`src/rtl/regfile_pkg.sv`:
```
// Shared constants and types for the register-file write scheduler.
package regfile_pkg;

    localparam int unsigned DATA_W  = 20;
    localparam int unsigned ADDR_W  = 4;
    localparam int unsigned NREGS   = 16;
    localparam int unsigned CNT_W   = 2;
    localparam int unsigned CNT_MAX = (1 << CNT_W) - 1;

    typedef enum logic {
        REQ_ALU  = 1'b0,
        REQ_LOAD = 1'b1
    } req_id_e;

    typedef struct packed {
        logic [ADDR_W-1:0] addr;
        logic [DATA_W-1:0] data;
    } wr_req_t;

endpackage

```
`src/rtl/regfile_pending_counter.sv`:
```
// Saturating count of outstanding writes to one register.
module regfile_pending_counter
    import regfile_pkg::*;
#(
    parameter int unsigned W = CNT_W
) (
    input  logic clk,
    input  logic reset,
    input  logic inc,
    input  logic dec,
    output logic nonzero,
    output logic full,
    output logic underflow
);

    localparam logic [W-1:0] MAX = {W{1'b1}};

    logic [W-1:0] cnt_q;
    logic [W-1:0] cnt_d;

    // A reserve and a commit in the same cycle cancel out.
    always_comb begin
        cnt_d = cnt_q;
        if (inc && !dec && (cnt_q != MAX)) begin
            cnt_d = cnt_q + W'(1);
        end else if (dec && !inc && (cnt_q != '0)) begin
            cnt_d = cnt_q - W'(1);
        end
    end

    always_ff @(posedge clk) begin
        if (reset) begin
            cnt_q <= '0;
        end else begin
            cnt_q <= cnt_d;
        end
    end

    assign nonzero   = (cnt_q != '0);
    assign full      = (cnt_q == MAX);
    assign underflow = dec && (cnt_q == '0);

endmodule

```
`src/rtl/regfile_write_scheduler.sv`:
```
// Round-robin arbiter for the register-file write port plus a
// per-register scoreboard of outstanding writes.
module regfile_write_scheduler
    import regfile_pkg::*;
(
    input  logic              clk,
    input  logic              reset,
    input  logic              req0_valid,
    input  logic [ADDR_W-1:0] req0_addr,
    input  logic [DATA_W-1:0] req0_data,
    output logic              req0_ready,
    input  logic              req1_valid,
    input  logic [ADDR_W-1:0] req1_addr,
    input  logic [DATA_W-1:0] req1_data,
    output logic              req1_ready,
    output logic [DATA_W-1:0] rf_write,
    output logic [ADDR_W-1:0] rf_w_select,
    output logic              rf_w,
    input  logic              rsv_valid,
    input  logic [ADDR_W-1:0] rsv_addr,
    output logic              rsv_ready,
    input  logic [ADDR_W-1:0] chk1_addr,
    input  logic [ADDR_W-1:0] chk2_addr,
    output logic              chk1_busy,
    output logic              chk2_busy,
    output logic [NREGS-1:0]  pending,
    output logic              err
);

    req_id_e    last_grant_q;
    req_id_e    last_grant_d;
    logic       rf_w_q;
    logic       rf_w_d;
    wr_req_t    wr_q;
    wr_req_t    wr_d;
    logic       err_q;
    logic       err_d;
    logic       gnt0;
    logic       gnt1;

    logic [NREGS-1:0] inc;
    logic [NREGS-1:0] dec;
    logic [NREGS-1:0] nonzero;
    logic [NREGS-1:0] full;
    logic [NREGS-1:0] underflow;

    // Arbitration: on contention the requester not granted last time wins.
    always_comb begin
        gnt0         = req0_valid && (!req1_valid || (last_grant_q == REQ_LOAD));
        gnt1         = req1_valid && (!req0_valid || (last_grant_q == REQ_ALU));
        last_grant_d = last_grant_q;
        rf_w_d       = gnt0 || gnt1;
        wr_d         = wr_q;
        err_d        = err_q || (|underflow);
        if (gnt0) begin
            last_grant_d = REQ_ALU;
            wr_d         = '{addr: req0_addr, data: req0_data};
        end else if (gnt1) begin
            last_grant_d = REQ_LOAD;
            wr_d         = '{addr: req1_addr, data: req1_data};
        end
    end

    always_ff @(posedge clk) begin
        if (reset) begin
            last_grant_q <= REQ_LOAD;
            rf_w_q       <= 1'b0;
            wr_q         <= '0;
            err_q        <= 1'b0;
        end else begin
            last_grant_q <= last_grant_d;
            rf_w_q       <= rf_w_d;
            wr_q         <= wr_d;
            err_q        <= err_d;
        end
    end

    // Reservation increments, port commit decrements.
    for (genvar i = 0; i < NREGS; i++) begin : g_cnt
        assign inc[i] = rsv_valid && rsv_ready && (rsv_addr == ADDR_W'(i));
        assign dec[i] = rf_w_q && (wr_q.addr == ADDR_W'(i));

        regfile_pending_counter #(.W(CNT_W)) u_cnt (
            .clk       (clk),
            .reset     (reset),
            .inc       (inc[i]),
            .dec       (dec[i]),
            .nonzero   (nonzero[i]),
            .full      (full[i]),
            .underflow (underflow[i])
        );
    end

    assign req0_ready  = gnt0;
    assign req1_ready  = gnt1;
    assign rf_w        = rf_w_q;
    assign rf_write    = wr_q.data;
    assign rf_w_select = wr_q.addr;
    assign rsv_ready   = !full[rsv_addr];
    assign chk1_busy   = nonzero[chk1_addr];
    assign chk2_busy   = nonzero[chk2_addr];
    assign pending     = nonzero;
    assign err         = err_q;

endmodule

```
`config.mk`:
```
export PLATFORM = sky130hd
export DESIGN_NAME = regfile_write_scheduler
export DESIGN_NICKNAME = d
export VERILOG_FILES = /design/src/rtl/regfile_pkg.sv /design/src/rtl/regfile_pending_counter.sv /design/src/rtl/regfile_write_scheduler.sv
export SDC_FILE = /design/constraint.sdc
export NUM_CORES = 1
export LEC_CHECK = 0
export BUFFER_PORTS_ARGS = -buffer_cell sky130_fd_sc_hd__buf_2
export CELL_PAD_IN_SITES_DETAIL_PLACEMENT = 2
export CELL_PAD_IN_SITES_GLOBAL_PLACEMENT = 2
export CORE_UTILIZATION = 27
export DETAILED_ROUTE_END_ITERATION = 10
export MAX_ROUTING_LAYER = met4
export PLACE_DENSITY_LB_ADDON = 0.05
export SYNTH_ARGS = -nofsm -noshare
export SYNTH_HDL_FRONTEND = slang
export SYNTH_SLANG_ARGS = --single-unit
export TNS_END_PERCENT = 30
```
`constraint.sdc`:
```
create_clock -name clk -period 1.6 [get_ports clk]
set_input_delay 0.08 -clock clk [delete_from_list [all_inputs] [get_ports clk]]
set_output_delay 0.08 -clock clk [all_outputs]
set_load 0.03 [all_outputs]
```
Word-level counts from Yosys, hierarchy flattened
Cells that the tools add are included.
{"block": "word_totals", "out_inout_bits": 47, "inputBits": 65, "wordCells": 367, "reg_bits": 59}
{"block": "classes", "n_eq_ne": 62, "reduce_logical": 206, "mux": 42, "order_cmp": 3, "bitwise": 1, "add_sub_neg": 32}
{"op": "1-bit logical AND", "count": 115}
{"op": "2-bit nonzero test", "count": 33}
{"op": "4-bit equality test, second input constant", "count": 16}
{"op": "2-bit 2-to-1 mux", "count": 32}
{"op": "24-bit 2-to-1 mux", "count": 2}
{"op": "1-bit zero test", "count": 35}
{"op": "2-bit by 1-bit adder with 2-bit output, second input constant", "count": 16}
{"op": "2-bit equality test, second input constant", "count": 16}
{"op": "4-bit by 3-bit equality test with 1-bit output, second input constant", "count": 8}
{"op": "2-bit zero test", "count": 16}
{"op": "2-bit != test, second input constant", "count": 16}
{"op": "2-bit by 1-bit subtractor with 2-bit output, second input constant", "count": 16}
{"op": "4-bit by 2-bit equality test with 1-bit output, second input constant", "count": 4}
{"op": "16-bit OR reduction", "count": 1}
{"op": "4-bit by 5-bit < comparator with 1-bit output, second input constant", "count": 3}
{"op": "1-bit binary-select mux with 4-bit select", "count": 3}
{"op": "4-bit by 1-bit equality test with 1-bit output, second input constant", "count": 2}
{"op": "4-bit zero test", "count": 2}
{"op": "1-bit 2-to-1 mux", "count": 5}
{"op": "1-bit logical OR", "count": 4}
{"op": "1-bit inverter", "count": 1}

Longest topological paths before layout
Gate-level depths: netlist of run 1.
{"block": "depth", "word_depth": 11, "depth_mapped": 7, "ltp_nobuf": 4}

Modules after synthesis
Synthesis of run 1 repeated with hierarchy kept, for this count alone.
{"block": "hier_totals", "cells_unflattened": 477, "hier_area_um2": 3993.8}
{"mod": "regfile_pending_counter", "instances": 16, "seq_area_each_um2": 40.0, "area_per_inst_um2": 131.4, "cells_each": 16}
{"mod": "regfile_write_scheduler", "instances": 1, "seq_area_each_um2": 540.5, "area_per_inst_um2": 1891.8, "cells_each": 221}

Worst setup path after synthesis of run 1
Ideal clock, no wire load.
{"block": "synth_path", "kind": "register to register", "startpoint": "register wr_q (netlist bit rf_w_select[1])", "endpoint": "register g_cnt[11].u_cnt.cnt_q[0]", "period_less_slack_ns": 1.856, "slack_ns": -0.256, "setup_time_ns": 0.095, "t_arrival_ns": 1.760, "t_required_ns": 1.505, "path_buffers": 3, "stages_incl_launch_ff": 8, "cell_sequence": "dfxtp_1 > buf_2 > and3b_1 > clkbuf_1 > buf_2 > nand2_1 > xnor2_1 > a221oi_1"}
{"block": "synth_between", "elab_chain_len": 6, "word_cells_on_any_way": 9, "cone_classes": "eq/ne: 1; mux: 1; reduce/logical: 7"}
{"element": "from (decl)", "line_no": "regfile_write_scheduler.sv:34", "text": "wr_req_t wr_q;"}
{"element": "from (signal assigned)", "line_no": "regfile_write_scheduler.sv:73", "text": "wr_q <= wr_d;"}
{"element": "4-bit equality test (*)", "line_no": "regfile_write_scheduler.sv:81", "text": "assign dec[i] = rf_w_q && (wr_q.addr == ADDR_W'(i));"}
{"element": "1-bit logical AND (*)", "line_no": "regfile_write_scheduler.sv:81"}
{"element": "1-bit zero test", "line_no": "regfile_pending_counter.sv:24", "text": "if (inc && !dec && (cnt_q != MAX)) begin"}
{"element": "1-bit logical AND (2 in series)", "line_no": "regfile_pending_counter.sv:24"}
{"element": "2-bit 2-to-1 mux / 2-bit nonzero test (equally long branches)"}
{"element": "to (signal assigned)", "line_no": "regfile_pending_counter.sv:35", "text": "cnt_q <= cnt_d;"}
{"element": "to (decl)", "line_no": "regfile_pending_counter.sv:18", "text": "logic [W-1:0] cnt_q;"}
Every way passes the cells marked *; elsewhere a longest branch is shown, timed or not.
A chain may end at the register's enable or synchronous reset.

Worst setup path in the final report of run 1
{"block": "layout_path", "startpoint": "register g_cnt[15].u_cnt.cnt_q[0]", "endpoint": "output chk2_busy"}
{"block": "layout_between", "elab_chain_len": 3}
{"element": "from (decl)", "line_no": "regfile_pending_counter.sv:18"}
{"element": "from (signal assigned)", "line_no": "regfile_pending_counter.sv:35"}
{"element": "2-bit nonzero test", "line_no": "regfile_pending_counter.sv:39", "text": "assign nonzero = (cnt_q != '0);"}
{"element": "1-bit binary-select mux with 4-bit select", "line_no": "regfile_write_scheduler.sv:101", "text": "assign chk2_busy = nonzero[chk2_addr];"}
{"element": "1-bit 2-to-1 mux (not written as such)", "line_no": "regfile_write_scheduler.sv:101"}
{"element": "to (decl)", "line_no": "regfile_write_scheduler.sv:25", "text": "output logic chk2_busy,"}
Every way passes these cells. The select of a mux whose other input is x is not followed.

==> impl_metrics.py, run 1 <==
metrics = {
    "clocking": {
        "cts-root-buf": "clkbuf_16",
        "clkTransAtPathRegs_ps": 60,
        "cts_buffer_depth": 2,
        "tritoncts": "yes",
        "cts.sinks": 59,
        "cts_buffers": 9,
        "clk_latency_ps": 340,
        "h-tree-depth": 3,
    },
    "global_route": {
        "grt_pass1_vias": 5368,
        "antenna_found_initial": 0,
        "busiest_layer": "met2",
        "grt_max_degree": 60,
        "grt_overflow": 0,
        "met3_usage_pct": 3.12,
        "grtUsageMet2_pct": 38.4,
        "grt_pass1_wl_um": 28000,
        "grtUsageMet1_pct": 26.8,
        "gr-usage-all-layers_pct": 22.5,
    },
    "power": {
        "intPower_mw": 3.16,
        "p_sw_mw": 1.44,
        "p_leak_nw": 2.49,
        "powerDensity_nw_per_um2": 759,
        "pwr-share-comb_pct": 24.1,
        "total_power_mw": 4.61,
        "power_frac_seq_pct": 34.8,
        "power_frac_clock_pct": 41.2,
        "p_sw_share_pct": 31.3,
        "ir_drop_v": 0.000480,
    },
    "route": {
        "drt_iter0_drc": 152,
        "routed_wl_um": 17600,
        "vias": 4932,
        "firstDrtPassIters": 4,
        "viasPerCell": 5.36,
        "drc": 0,
        "post_drt_wl_per_cell_um": 19.1,
        "ant_nets": 0,
    },
    "placement": {
        "hpwl_um": 13300,
        "gp_congestion": 0.822,
        "placed_area_um2": 5580,
        "io_buffers": 111,
    },
    "setup_path": {
        "crit_chain": "or2_1, mux4_2, mux4_2, buf_6",
        "slowest_delay_ps": 510,
        "critical_path_class": "reg2out",
        "startpoint_type": "flop",
        "r2r-end": "g_cnt[2].u_cnt.cnt_q[0]",
        "r2r_start": "rf_w_select[2]",
        "critPathMaxFanout": 3,
        "r2r_cells": 5,
        "critical_path_required_ps": 1520,
        "crit_arrival_ps": 2070,
        "end_kind": "primary output",
        "slowest_stage": "mux4_2",
        "crit_top_cell": "mux4_2",
        "r2r_slack_ps": 40,
    },
    "synthesis": {
        "synth_cell_types": 51,
        "syn-num-nets": 618,
        "synth_area_um2": 4320,
        "ys_seq_elements": 59,
        "ys_top_cells_by_count": "59 x dfxtp_1, 46 x nor2_1, 41 x a21oi_1",
        "yosysMostFrequentCell": "dfxtp_1",
        "ys_warn_count": 0,
        "ys_top_cells_by_area": "dfxtp_1 27%, o221a_2 6.0%, mux4_2 5.2%",
        "yosysSeqAreaShare_pct": 27.3,
        "synthFlopType": "dfxtp_1",
        "synthArstFlopShare_pct": 0,
        "yosysTopAreaCell": "dfxtp_1",
        "postSynthCellCount": 553,
        "syn_avg_cell_area_um2": 7.81,
        "synth-edff-count": 0,
        "synthDominantCellAreaShare_pct": 27.3,
    },
    "timing": {
        "drv_slew": 0,
        "finalHoldViolCount": 0,
        "layout_min_cycle_time_ps": 2150,
        "setup_viol": 3,
        "setup_tns_ps": -1400,
        "worst_pin_slew_ps": 614,
        "max-slew-margin-rel_pct": 59.1,
        "worst_slack_ps": -555,
        "rsz0062_at_grt": "true",
        "fin_worst_skew_ps": 6.69,
        "clock.fmax_mhz": 464,
        "fin_crit_sh_pct": 135,
    },
    "hold_path": {
        "hold_path.class": "in2reg",
        "hold_path_depth": 2,
        "min_to": "rf_write[17]",
        "hp-start": "req1_data[17]",
    },
    "floorplan": {
        "io_pins": 112,
        "core_area_um2": 15400,
        "die_area_um2": 16500,
        "start_util_pct": 28.0,
        "die_w_um": 128,
        "die_y_um": 128,
        "num_rows": 45,
    },
    "outcome": {
        "violations": "negative setup slack",
        "status": "finished with violations",
    },
    "run": {
        "drv_cap": 0,
    },
    "cells_and_area": {
        "layout-drive-gt1-share_pct": 42.5,
        "areaGrowthSynthToFinish_pct": 40.4,
        "utilization_pct": 39.3,
        "final_area_um2": 6070,
        "nNetsFinal": 769,
        "diodes": 0,
    },
}
==> per-stage QoR <==
stage                     hold WS (ps)  cells  worst slack, ps
after floorplan                    218    553             -111
after global placement             325    900             -216
after detailed placement           345    900             -248
after CTS                         10.8    918             -540
after global routing              27.3    920             -569
final                             18.3    920             -555
==> cell type report <==
cell class | count | area, µm²
clock buffers | 12 | 268
clock inverters | 4 | 22.5
fillers | 1832 | 9360
inverters | 30 | 113
multi-input cells | 393 | 2820
flip-flops and latches | 59 | 1200
well taps | 211 | 264
repair buffers | 211 | 1380
==> worst max-delay path: cells and delay by family, from the launching register on <==
kind | cells | cell delay, ps
buffers and inverters | 1 | 160
DFF | 1 | 310
muxes | 2 | 1010
and+or+nand+nor | 1 | 260
==> routing by layer <==
layer  up-vias  part of all wire (%)
met5         -                     0
met4         0                   2.1
li1       2357                     -
met2       117                    49
met1      2436                    46
met3        22                   3.2
==> state kept, by name (all words and copies together) (netlist names) <==
| register | count |
|---|---|
| err | 1 |
| rf_w | 1 |
| last_grant_q | 1 |
| rf_write | 20 |
| g_cnt.u_cnt.cnt_q | 32 |
| rf_w_select | 4 |
==> power groups by stage <==
stage	clock (mW)	sequential [mW]	combinational, mW
global route	2.01	1.61	1.19
floorplan	0	1.73	0.524
global placement	0	1.63	1.03
finish	1.90	1.60	1.11
CTS	1.95	1.60	1.09
detailed placement	0	1.63	1.07
==> placed cells by master (no fill, tap or decap), types with 12 or more instances in the layout <==
cell and instances:
dfxtp_1 51, o21ai_0 30, buf_4 94, nand3b_1 12, a31oi_1 32, nand2_1 27
inv_1 30, nor3_1 13, a21oi_1 41, buf_2 108, o221a_2 23, nor2_1 45
mux4_2 12
==> worst max-delay path by stage <==
stage | startpoint | endpoint | depth (start not counted)
floorplan | g_cnt[11].u_cnt.cnt_q[0] | chk1_busy | 3
global placement | g_cnt[11].u_cnt.cnt_q[0] | chk2_busy | 4
detailed placement | g_cnt[13].u_cnt.cnt_q[1] | chk2_busy | 4
CTS | g_cnt[15].u_cnt.cnt_q[1] | chk2_busy | 4
global route | g_cnt[15].u_cnt.cnt_q[0] | chk2_busy | 4
finish | g_cnt[15].u_cnt.cnt_q[0] | chk2_busy | 4
==> logic make-up (layout without fill, tap and decap cells) <==
kind of cell | Yosys count | in the layout | share of synthesized area (%)
and+or+nand+nor | 161 | 161 | 19.4
muxes | 13 | 13 | 6.66
AOI/OAI and AO/OA | 212 | 212 | 34.6
buffers and inverters | 101 | 257 | 10.6
DFF | 59 | 59 | 27.3
xor gates and xnor gates | 7 | 7 | 1.42
==> repair_timing <==
| item | CTS | global route |
|---|---|---|
| hold buffers | 1 | 0 |
| endpoints found under the setup margin | 16 | 23 |
| endpoints found under the hold margin | 1 | 0 |
| gates cloned | 0 | 0 |
| setup buffers | 1 | 2 |
| gates resized for setup | 32 | 30 |
| pin swaps | 1 | 3 |
(Power assumes the default switching activity.)
==> run 2: changes to the inputs <==
--- a/config.mk
+++ b/config.mk
@@ -15,4 +15,4 @@
 export SYNTH_ARGS = -nofsm -noshare
 export SYNTH_HDL_FRONTEND = slang
 export SYNTH_SLANG_ARGS = --single-unit
-export TNS_END_PERCENT = 30
+export TNS_END_PERCENT = 20
==> run 2 against run 1 <==
  * The run still ends with negative setup slack left
  * Largest power group unchanged
  * Global-route usage grew 1.3 points
  * Cell count grew 0.87%
  * Clock-buffer cell count shrank 1
  * Critical path type unchanged
  * Power grew 5.4%
  * Highest routed layer unchanged
==> impl_metrics.py, run 2 (synthesized netlist as in run 1, its figures left out) <==
metrics = {
    "outcome": {
        "status": "finished with violations",
        "violations": "negative setup slack",
    },
    "cells_and_area": {
        "top_register": "g_cnt.u_cnt.cnt_q",
        "areaGrowthSynthToFinish_pct": 45.0,
        "seq_area_um2": 1210,
        "final_cell_mix": "108 x buf_2, 99 x buf_4, 48 x dfxtp_1",
        "diodes": 0,
        "utilization_pct": 40.6,
        "layout-drive-gt1-share_pct": 46.3,
        "nNetsFinal": 777,
        "multi_input_area_um2": 2930,
        "fill_cells": 1808,
        "largest_reg_flops": 32,
        "final_common_cell": "buf_2",
        "final_cells": 928,
    },
    "power": {
        "powerDensity_nw_per_um2": 775,
        "p_leak_nw": 2.58,
        "ir_drop_v": 0.000592,
    },
    "global_route": {
        "grt_pass1_wl_um": 29200,
        "gr-usage-all-layers_pct": 23.8,
        "met3_usage_pct": 5.11,
        "grt_max_degree": 40,
        "grtUsageMet2_pct": 41.9,
        "grt_pass1_vias": 5421,
        "antenna_found_initial": 0,
        "grtUsageMet1_pct": 26.7,
        "busiest_layer": "met2",
        "grt_overflow": 0,
    },
    "setup_path": {
        "end_kind": "primary output",
        "crit_arrival_ps": 2060,
        "r2r_cells": 6,
        "critical_path_required_ps": 1520,
        "critPathMaxFanout": 3,
        "startpoint_type": "flop",
        "critical_path_class": "reg2out",
    },
    "route": {
        "vias": 5033,
        "post_drt_wl_per_cell_um": 20.1,
        "viasPerCell": 5.42,
        "routed_wl_um": 18700,
        "ant_nets": 0,
        "drc": 0,
        "drt_iter0_drc": 188,
        "firstDrtPassIters": 5,
    },
    "placement": {
        "io_buffers": 111,
        "hpwl_um": 14000,
        "dp_cells": 906,
        "gp_congestion": 0.870,
        "preCtsSetupSlack_ps": -264,
    },
    "floorplan": {
        "start_util_pct": 28.0,
        "die_w_um": 128,
        "core_area_um2": 15400,
        "die_y_um": 128,
        "io_pins": 112,
        "num_rows": 45,
        "die_area_um2": 16500,
    },
    "timing": {
        "drv_slew": 0,
        "max-slew-margin-rel_pct": 65.0,
        "setup_tns_ps": -1440,
        "setup_viol": 3,
        "layout_min_cycle_time_ps": 2140,
        "worst_slack_ps": -545,
        "clock.fmax_mhz": 466,
        "worst_pin_slew_ps": 524,
        "finalHoldViolCount": 0,
        "fin_crit_sh_pct": 134,
        "fin_worst_skew_ps": 8.85,
        "rsz0062_at_grt": "true",
    },
    "hold_path": {
        "hold_path_depth": 2,
        "hold_path.class": "in2reg",
    },
    "clocking": {
        "tritoncts": "yes",
        "clk_latency_ps": 340,
        "clkTransAtPathRegs_ps": 60,
        "cts_buffers": 9,
        "cts_buffer_depth": 2,
        "h-tree-depth": 3,
        "cts.sinks": 59,
        "cts-root-buf": "clkbuf_16",
    },
    "run": {
        "drv_cap": 0,
    },
}
-- run 2: final timing paths --
| path | start | to | slack [ps] |
|---|---|---|---|
| setup / recovery | g_cnt[15].u_cnt.cnt_q[0] | chk1_busy | -540 |
| hold / removal | req1_data[14] | rf_write[14] | 9 |
| hold reg to reg | g_cnt[11].u_cnt.cnt_q[0] | g_cnt[11].u_cnt.cnt_q[0] | 560 |
| setup reg to reg | rf_w_select[1] | g_cnt[2].u_cnt.cnt_q[0] | 30 |
-- run 2: metal layers --
metal	routed length (µm)	part of all wire [%]
met2	9640	52
met1	7910	42
met5	0	0
met3	788	4.2
met4	311	1.7
-- run 2: layout make-up --
type | count | area share (%)
multi-input cells | 393 | 46.8
repair buffers | 219 | 23.0
flip-flops and latches | 59 | 19.3
well taps | 211 | 4.21
clock buffers | 11 | 3.72
inverters | 30 | 1.80
clock inverters | 5 | 1.24
-- run 2: per-stage QoR --
| step | instance area (µm²) | hold slack [ps] | power (mW) |
|---|---|---|---|
| 2_1_floorplan | 4350 | 218 | 2.25 |
| 3_5_place_dp | 5600 | 345 | 2.69 |
| 6_report | 6260 | 9.21 | 4.86 |
| 3_3_place_gp | 5600 | 328 | 2.65 |
| 5_1_grt | 6260 | 6.44 | 5.06 |
| 4_1_cts | 6070 | 1.09 | 4.86 |
-- run 2: timing repair --
item / CTS / global route
endpoints found under the setup margin: 26 / 30
resized for setup: 49 / 47
buffers inserted: 2 / 4
endpoints found under the hold margin: 1 / 0
hold buffers: 1 / 0
pin swaps: 7 / 16
-- run 2: worst max-delay path, cell delays in order (launching register included) --
cell     delay [ps]
dfxtp_2         320
or2_4           250
mux4_2          490
mux4_2          500
buf_6           160
-- run 2: report_power, final --
| part | total [mW] | switching, mW | internal [mW] |
|---|---|---|---|
| clock | 2.11 | 0.749 | 1.36 |
| combinational | 1.15 | 0.689 | 0.460 |
| sequential | 1.60 | 0.0602 | 1.54 |
==> run 3: changes to the inputs <==
--- a/config.mk
+++ b/config.mk
@@ -5,11 +5,11 @@
 export SDC_FILE = /design/constraint.sdc
 export NUM_CORES = 1
 export LEC_CHECK = 0
-export BUFFER_PORTS_ARGS = -buffer_cell sky130_fd_sc_hd__buf_2
 export CELL_PAD_IN_SITES_DETAIL_PLACEMENT = 2
 export CELL_PAD_IN_SITES_GLOBAL_PLACEMENT = 2
-export CORE_UTILIZATION = 27
+export CORE_UTILIZATION = 33
 export DETAILED_ROUTE_END_ITERATION = 10
+export DONT_BUFFER_PORTS = 1
 export MAX_ROUTING_LAYER = met4
 export PLACE_DENSITY_LB_ADDON = 0.05
 export SYNTH_ARGS = -nofsm -noshare
==> run 3 against run 2 <==
  * The flow still finishes with violations (negative setup slack)
  * Hold slack improved by 17 ps
  * Non-clock buffer count is 91 lower
  * Register-to-register slack worse by 30 ps
  * Final area down 6.7%
  * Clock skew shrank 1.2 ps
  * Clock-buffer cell count unchanged
  * Critical path depth is the same
  * Global-route usage increased by 4.2 points
  * Combinational power decreased by 24%
  * Utilization is 5.5 points higher
  * Power fell by 6.7%
  * Cell count down 14%
  * Critical path type unchanged
  * Largest power group unchanged
==> impl_metrics.py, run 3 (synthesized netlist as in run 1, its figures left out) <==
metrics = {
    "outcome": {
        "status": "finished with violations",
        "violations": "negative setup slack",
    },
    "setup_path": {
        "r2r_slack_ps": 0,
        "startpoint_type": "flop",
        "crit_buf_inv": 1,
        "critPathMaxFanout": 3,
        "crit_arrival_ps": 2020,
        "critical_path_class": "reg2out",
        "slowest_stage": "mux4_2",
        "path_delay_family": "multiplexers",
        "slowest_delay_ps": 580,
        "crit_chain": "nor2_1, inv_1, mux4_2, mux4_2",
        "crit_top_cell": "mux4_2",
        "critical_path_required_ps": 1520,
        "end_kind": "primary output",
    },
    "power": {
        "total_power_mw": 4.53,
        "powerDensity_nw_per_um2": 776,
        "p_sw_mw": 1.40,
        "power_frac_clock_pct": 43.0,
        "pwr-share-comb_pct": 19.4,
        "p_sw_share_pct": 31.0,
        "p_leak_nw": 2.16,
        "power_frac_seq_pct": 37.6,
        "intPower_mw": 3.13,
        "ir_drop_v": 0.000536,
    },
    "cells_and_area": {
        "layout-drive-gt1-share_pct": 33.7,
        "areaGrowthSynthToFinish_pct": 35.3,
        "largest_reg_flops": 32,
        "nNetsFinal": 686,
        "diodes": 0,
        "final_cell_mix": "83 x buf_4, 46 x nor2_1, 45 x dfxtp_1",
        "top_register": "g_cnt.u_cnt.cnt_q",
        "final_common_cell": "buf_4",
    },
    "clocking": {
        "cts.sinks": 59,
        "cts_buffer_depth": 2,
        "tritoncts": "yes",
        "cts-root-buf": "clkbuf_16",
        "h-tree-depth": 3,
        "cts_buffers": 9,
        "clkTransAtPathRegs_ps": 60,
        "clk_latency_ps": 350,
    },
    "floorplan": {
        "die_area_um2": 13600,
        "core_area_um2": 12700,
        "die_w_um": 116,
        "die_y_um": 116,
        "num_rows": 41,
        "io_pins": 112,
        "start_util_pct": 34.1,
    },
    "timing": {
        "max-slew-margin-rel_pct": 30.7,
        "setup_viol": 4,
        "rsz0062_at_grt": "true",
        "finalHoldViolCount": 0,
        "drv_slew": 0,
        "fin_worst_skew_ps": 7.64,
        "worst_slack_ps": -498,
        "clock.fmax_mhz": 477,
        "worst_pin_slew_ps": 1040,
        "layout_min_cycle_time_ps": 2100,
        "fin_crit_sh_pct": 131,
    },
    "global_route": {
        "grt_pass1_vias": 5238,
        "grt_max_degree": 60,
        "grtUsageMet2_pct": 49.0,
        "grtUsageMet1_pct": 30.7,
        "busiest_layer": "met2",
        "gr-usage-all-layers_pct": 28.0,
        "grt_overflow": 0,
        "grt_pass1_wl_um": 27800,
        "antenna_found_initial": 0,
        "met3_usage_pct": 6.02,
    },
    "route": {
        "ant_nets": 0,
        "routed_wl_um": 18000,
        "viasPerCell": 5.94,
        "vias": 4738,
        "drt_iter0_drc": 135,
        "post_drt_wl_per_cell_um": 22.6,
        "drc": 0,
        "firstDrtPassIters": 4,
    },
    "placement": {
        "preCtsSetupSlack_ps": -187,
        "io_buffers": 0,
        "hpwl_um": 12400,
        "gp_congestion": 0.837,
    },
    "run": {
        "drv_cap": 0,
    },
    "hold_path": {
        "hold_path.class": "in2reg",
    },
}
## run 3: power by group through the flow
stage | sequential [mW] | combinational [mW] | clock, mW
2_1_floorplan | 1.73 | 0.523 | 0
3_5_place_dp | 1.73 | 0.702 | 0
6_report | 1.70 | 0.879 | 1.95
3_3_place_gp | 1.73 | 0.670 | 0
4_1_cts | 1.70 | 0.839 | 1.98
5_1_grt | 1.71 | 0.946 | 2.04
## run 3: metal layers
metal | wire length [µm] | vias up
li1 | - | 2194
met1 | 7280 | 2368
met2 | 9210 | 139
met3 | 1020 | 37
met4 | 487 | 0
met5 | 0 | -
## run 3: through the flow
stage	area [µm²]	util, %	cells	hold WS, ps	TNS (ps)
2_1_floorplan	4350	-	553	218	-348
3_3_place_gp	4940	39.0	750	158	-604
5_1_grt	5840	46.1	798	29.8	-1790
3_5_place_dp	4940	39.0	750	158	-1010
4_1_cts	5670	44.7	797	17.7	-1330
6_report	5840	46.1	798	26.3	-1310
## run 3: final timing paths
path / depth (start not counted) / endpoint / start
worst max-delay path: 4 / chk1_busy / g_cnt[7].u_cnt.cnt_q[0]
worst min-delay path: 3 / rf_w_select[0] / req0_addr[0]
worst max register to register: 6 / g_cnt[2].u_cnt.cnt_q[0] / rf_w_select[2]
worst min register to register: 2 / g_cnt[12].u_cnt.cnt_q[0] / g_cnt[12].u_cnt.cnt_q[0]
## run 3: area by class of cell
class,instances,area (µm²)
clock buffers,11,233
clock inverters,5,53.8
fillers,1411,6830
inverters,30,113
multi-input cells,393,2900
flip-flops and latches,59,1210
well taps,172,215
repair buffers,128,1120
## run 3: worst min-delay path, cell delays in order
cell and delay [ps]:
inv_1 50, a31oi_1 80, o221a_2 120
## run 3: what timing repair did
action                     4_1_cts  5_1_grt
resized for setup               48       45
buffers inserted                 3        1
hold buffers                    28        0
pin swaps                        5        9
setup endpoints to repair       22       26
hold endpoints to repair        59        0
